## config.mk

```make
export PLATFORM = sky130hd
export DESIGN_NAME = pattern_scan_ctrl
export DESIGN_NICKNAME = d
export VERILOG_FILES = /design/src/rtl/pattern_scan_pkg.sv /design/src/rtl/pattern_scan_ctrl_match.sv /design/src/rtl/pattern_scan_ctrl.sv
export SDC_FILE = /design/constraint.sdc
export NUM_CORES = 1
export LEC_CHECK = 0
export CORE_MARGIN = 3
export CORE_UTILIZATION = 40
export CTS_BUF_LIST = sky130_fd_sc_hd__clkbuf_2
export DETAILED_ROUTE_END_ITERATION = 8
export SLEW_MARGIN = 20
export SYNTH_ARGS = -nofsm -noshare
export SYNTH_HDL_FRONTEND = slang
export SYNTH_SLANG_ARGS = --single-unit
```

## constraint.sdc

```tcl
create_clock -name clock -period 4.3 [get_ports clock]
set_input_delay 0.86 -clock clock [delete_from_list [all_inputs] [get_ports clock]]
set_output_delay 0.86 -clock clock [all_outputs]
set_load 0.01 [all_outputs]
```

## src/rtl/pattern_scan_pkg.sv

```systemverilog
// Shared types and constants for the program-3 pattern scan sequencer.
package pattern_scan_pkg;

    typedef enum logic [2:0] {
        S_IDLE,
        S_LOAD,
        S_SCAN,
        S_WR0,
        S_WR1,
        S_WR2,
        S_DONE
    } scan_state_t;

    localparam int DEF_STR_BYTES = 32;
    localparam int DEF_PAT_ADDR  = 32;
    localparam int DEF_RES_ADDR  = 33;
    localparam int DEF_AW        = 8;

    localparam int PAT_W = 5;
    localparam int CNT_W = 8;

endpackage

```

## src/rtl/pattern_scan_ctrl_match.sv

```systemverilog
// Window comparator: counts pattern hits inside the current byte and across
// the boundary with the previous byte's low nibble.
module pattern_window_match
    import pattern_scan_pkg::*;
(
    input  logic [PAT_W-1:0] pat,
    input  logic [11:0]      w,
    input  logic             first,
    output logic [2:0]       in_cnt,
    output logic             in_any,
    output logic [2:0]       cross_cnt
);

    // w[k+:5] for k=0..3 are the in-byte windows; w[k+4+:5] straddle the boundary
    always_comb begin
        in_cnt    = '0;
        cross_cnt = '0;
        in_any    = 1'b0;
        for (int k = 0; k < 4; k++) begin
            if (w[k +: PAT_W] == pat)
                in_cnt = in_cnt + 3'd1;
            if (!first && (w[k+4 +: PAT_W] == pat))
                cross_cnt = cross_cnt + 3'd1;
        end
        in_any = (in_cnt != 3'd0);
    end

endmodule

```

## src/rtl/pattern_scan_ctrl.sv

```systemverilog
// Data-memory sequencer: loads a 5-bit pattern, scans the string bytes and
// writes the in-byte, per-byte and crossing match counts back to memory.
module pattern_scan_ctrl
    import pattern_scan_pkg::*;
#(
    parameter int STR_BYTES = DEF_STR_BYTES,
    parameter int PAT_ADDR  = DEF_PAT_ADDR,
    parameter int RES_ADDR  = DEF_RES_ADDR,
    parameter int AW        = DEF_AW
) (
    input  logic          clock,
    input  logic          reset,
    input  logic          req,
    output logic          ack,
    output logic          busy,
    output logic [AW-1:0] mem_addr,
    input  logic [7:0]    mem_rd_data,
    output logic          mem_wr_en,
    output logic [7:0]    mem_wr_data
);

    localparam logic [AW-1:0] LAST_IDX = AW'(STR_BYTES - 1);

    scan_state_t      state, next_state;
    logic [PAT_W-1:0] pat;
    logic [3:0]       prev;
    logic [AW-1:0]    idx;
    logic [CNT_W-1:0] ctb, cto, cts;

    logic [2:0]       in_cnt, cross_cnt;
    logic             in_any;

    pattern_window_match u_match (
        .pat       (pat),
        .w         ({prev, mem_rd_data}),
        .first     (idx == '0),
        .in_cnt    (in_cnt),
        .in_any    (in_any),
        .cross_cnt (cross_cnt)
    );

    // State register
    always_ff @(posedge clock) begin
        if (reset) state <= S_IDLE;
        else       state <= next_state;
    end

    // Next-state and DM port decode; outputs depend only on registered state
    always_comb begin
        next_state  = state;
        ack         = 1'b0;
        busy        = 1'b0;
        mem_addr    = '0;
        mem_wr_en   = 1'b0;
        mem_wr_data = '0;
        case (state)
            S_IDLE: if (req) next_state = S_LOAD;
            S_LOAD: begin
                busy       = 1'b1;
                mem_addr   = AW'(PAT_ADDR);
                next_state = S_SCAN;
            end
            S_SCAN: begin
                busy     = 1'b1;
                mem_addr = idx;
                if (idx == LAST_IDX) next_state = S_WR0;
            end
            S_WR0: begin
                busy        = 1'b1;
                mem_wr_en   = 1'b1;
                mem_addr    = AW'(RES_ADDR);
                mem_wr_data = ctb;
                next_state  = S_WR1;
            end
            S_WR1: begin
                busy        = 1'b1;
                mem_wr_en   = 1'b1;
                mem_addr    = AW'(RES_ADDR + 1);
                mem_wr_data = cto;
                next_state  = S_WR2;
            end
            S_WR2: begin
                busy        = 1'b1;
                mem_wr_en   = 1'b1;
                mem_addr    = AW'(RES_ADDR + 2);
                mem_wr_data = cts;
                next_state  = S_DONE;
            end
            S_DONE: begin
                ack        = 1'b1;
                next_state = S_IDLE;
            end
            default: next_state = S_IDLE;
        endcase
    end

    // Pattern latch, byte index, previous nibble and the three match counters
    always_ff @(posedge clock) begin
        if (reset) begin
            pat  <= '0;
            prev <= '0;
            idx  <= '0;
            ctb  <= '0;
            cto  <= '0;
            cts  <= '0;
        end else begin
            case (state)
                S_IDLE: if (req) begin
                    prev <= '0;
                    ctb  <= '0;
                    cto  <= '0;
                    cts  <= '0;
                end
                S_LOAD: begin
                    pat <= mem_rd_data[7:3];
                    idx <= '0;
                end
                S_SCAN: begin
                    ctb  <= ctb + CNT_W'(in_cnt);
                    cto  <= cto + CNT_W'(in_any);
                    cts  <= cts + CNT_W'(in_cnt) + CNT_W'(cross_cnt);
                    prev <= mem_rd_data[3:0];
                    idx  <= idx + AW'(1);
                end
                default: ;
            endcase
        end
    end

endmodule

```

==> flow_summary.json <==
{
  "timing.hold.ws_ns": 0.516,
  "nFillCells": 740,
  "report.final.slew_viol_count": 0,
  "hold_path_class": "flip-flop to flip-flop",
  "cts_tree": "built",
  "via_per_inst": 5.22,
  "place_area_sq_um": 3800,
  "cts.sinks": 44,
  "grt-ovfl-total": 0,
  "cts_max_level": 2,
  "synth-main-ff-cell": "dfxtp_1",
  "finClkSkew_ns": 0.0165,
  "p_leak_nw": 1.67,
  "diodes": 0,
  "root_buffer": "clkbuf_2",
  "ant_nets": 0,
  "route.detailed.drc": 0,
  "powerDensity_nw_per_um2": 213,
  "end_kind": "flip-flop",
  "dp_hpwl_mm": 5.47,
  "min_period_ns": 4.15,
  "die_height_microns": 95.6,
  "run_status": "finished, final reports clean",
  "ys.warnings.count": 0,
  "final_util_pct": 51.1,
  "reg2reg_to": "cts[7]$_SDFFE_PP0P_",
  "vias": 2840,
  "wl_per_cell_microns": 14.1,
  "synth_top_area_share_pct": 27.5,
  "track_usage_pct": 17.3,
  "cts_buffers": 5,
  "ir_drop_v": 0.0000860,
  "first_global_vias": 2692,
  "grt_max_degree": 45,
  "critPathArrivalTime_ns": 4.52,
  "antenna_found_initial": 0,
  "worstMarginPinSlew_ns": 0.776,
  "final-instance-count-excl-fill": 544,
  "synth_edf_count": 0,
  "layout_commonest_cell": "nor2_1",
  "worstPathMaxFanout": 4,
  "synth_seq_area_share_pct": 27.5,
  "finalInstanceArea_sq_um": 3970,
  "fin_nets": 474,
  "synth_top_area_cell": "dfxtp_1",
  "finalWeightedCongestion": 0.889,
  "ys_async_sr_fraction_pct": 0,
  "dp_cells": 534,
  "grt_pass1_wl_mm": 12.7,
  "fmax_ghz": 0.241,
  "whs_path_depth": 2,
  "critPathRequiredTime_ns": 4.67,
  "cts.reportedPaths.clkPinSlew_ns": 0.23,
  "mostFrequentLayoutCells": "52 x nor2_1, 42 x dfxtp_1, 41 x buf_4",
  "hold_path_end": "idx[7]$_SDFFE_PP0P_",
  "reg2reg_slack_ns": 0.15,
  "worst-setup-path-type": "flip-flop to flip-flop",
  "reg2regPathDepth": 17,
  "clock_path_buffers": 2,
  "wirelength_mm": 7.68,
  "core-area_sq_um": 7770,
  "worstHoldStart": "idx[7]$_SDFFE_PP0P_",
  "die-area_sq_um": 9130,
  "slew_headroom_pct": 48.3,
  "drive_gt1_share_pct": 21.0,
  "crit_path_start_kind": "flip-flop",
  "synth.avg_cell_area_sq_um": 8.14,
  "yosys_register_bits": 44,
  "die_w_microns": 95.6,
  "mappedNetlistArea_sq_um": 3210,
  "finalCritPeriodShare_pct": 96.6,
  "io_buffers": 29,
  "first_pass_iters": 5,
  "start_util_pct": 41.3,
  "num_rows": 32,
  "r2r_start": "idx[7]$_SDFFE_PP0P_",
  "hold_violations": 0,
  "setup_viol": 0,
  "synth.area.top_cells": "dfxtp_1 27%, xor2_1 7.6%, nor2_1 6.4%",
  "pin_count": 30,
  "syn2layout_area_growth_pct": 23.8,
  "maxCapViolCount": 0,
  "synth_cell_type_count": 46,
  "dr.first_iter.drc_count": 70,
  "postSynthCellCount": 394,
  "syn_nets": 426,
  "clock_latency_ns": 0.41
}
==> registers in the layout (all words and copies together) (netlist names) <==
| register | flops |
|---|---|
| idx | 8 |
| ctb | 8 |
| cts | 8 |
| state | 3 |
| pat | 5 |
| cto | 8 |
| prev | 4 |
==> cell families after synthesis <==
group | Yosys count | share of synthesized area (%)
AOI/OAI and AO/OA | 69 | 14.0
xor gates and xnor gates | 48 | 13.6
adders and majority gates | 21 | 9.36
buffers and inverters | 51 | 7.02
DFF | 44 | 27.5
muxes | 16 | 5.34
and+or+nand+nor | 145 | 23.2
==> cells in the mapped netlist, types with 3 or more instances <==
cell type   n
nor2_1     55
dfxtp_1    44
xor2_1     28
inv_1      22
nand2_1    22
a21oi_1    18
xnor2_1    18
ha_1       16
nand3_1    16
nor3_1     15
o21ai_0    15
clkbuf_1   14
a22o_1     12
a22oi_1    12
buf_2       9
mux2_2      8
mux2i_1     7
and2_1      6
a21o_1      5
fa_1        5
nand3b_1    5
nor2b_1     5
and3_1      4
a211oi_1    3
nand2b_1    3
==> per-stage QoR <==
step	power, mW	setup TNS, ns	setup WS (ns)
6_report	0.845	0	0.146
4_1_cts	0.844	0	0.0155
5_1_grt	0.890	-0.104	-0.0461
3_5_place_dp	0.668	-3.61	-0.565
3_3_place_gp	0.665	-2.22	-0.465
2_1_floorplan	0.600	0	0.0102
==> power by group <==
part / switching [mW] / total (mW) / internal [mW]
registers: 0.0259 / 0.445 / 0.419
clock network: 0.138 / 0.176 / 0.0388
logic: 0.124 / 0.224 / 0.0999
total: 0.288 / 0.845 / 0.557
==> how the worst max path moves through the flow <==
stage	start	endpoint	slack, ns	cells past startpoint
after CTS	mem_rd_data[0]	cts[7]$_SDFFE_PP0P_	0.02	19
after floorplan	mem_rd_data[4]	cts[7]$_SDFFE_PP0P_	0.01	19
after global routing	mem_rd_data[0]	cts[6]$_SDFFE_PP0P_	-0.05	21
after global placement	mem_rd_data[5]	cts[7]$_SDFFE_PP0P_	-0.47	18
final	idx[7]$_SDFFE_PP0P_	cts[7]$_SDFFE_PP0P_	0.15	17
after detailed placement	mem_rd_data[6]	cts[7]$_SDFFE_PP0P_	-0.57	20
==> cell type report <==
type	instances	area, sq um	share of cell area [%]
Clock buffer	6	30.0	0.756
Clock inverter	1	5.00	0.126
Multi-Input combinational cell	299	2250	56.5
Tap cell	102	128	3.21
Timing Repair Buffer	70	598	15.1
Inverter	22	82.6	2.08
Sequential cell	44	883	22.2
==> critical path, cell delays in order, from the launching register on <==
cell and delay, ns:
dfxtp_2 0.38, or3_4 0.38, or4_4 0.52, and4_4 0.23, ha_4 0.25, xnor2_2 0.13
ha_1 0.28, mux2i_1 0.08, fa_1 0.56, inv_2 0.05, ha_4 0.16, fa_2 0.35
a21o_1 0.17, nand2_2 0.07, nor2_2 0.04, nand3_2 0.08, mux2_4 0.30, nor2_1 0.08
==> routing by layer <==
metal	wire [microns]	part of all wire, %	GRT usage [%]
met1	3710	48	22.9
met2	3660	48	29.2
met3	209	2.7	2.37
met4	92	1.2	4.50
met5	0	0	0
==> repair_timing <==
action,in CTS,in global routing
pin swaps,7,17
hold buffers,0,0
setup buffers,2,1
gates resized for setup,11,22
setup endpoints to repair,3,13
Power figures use the tool's default switching activity.
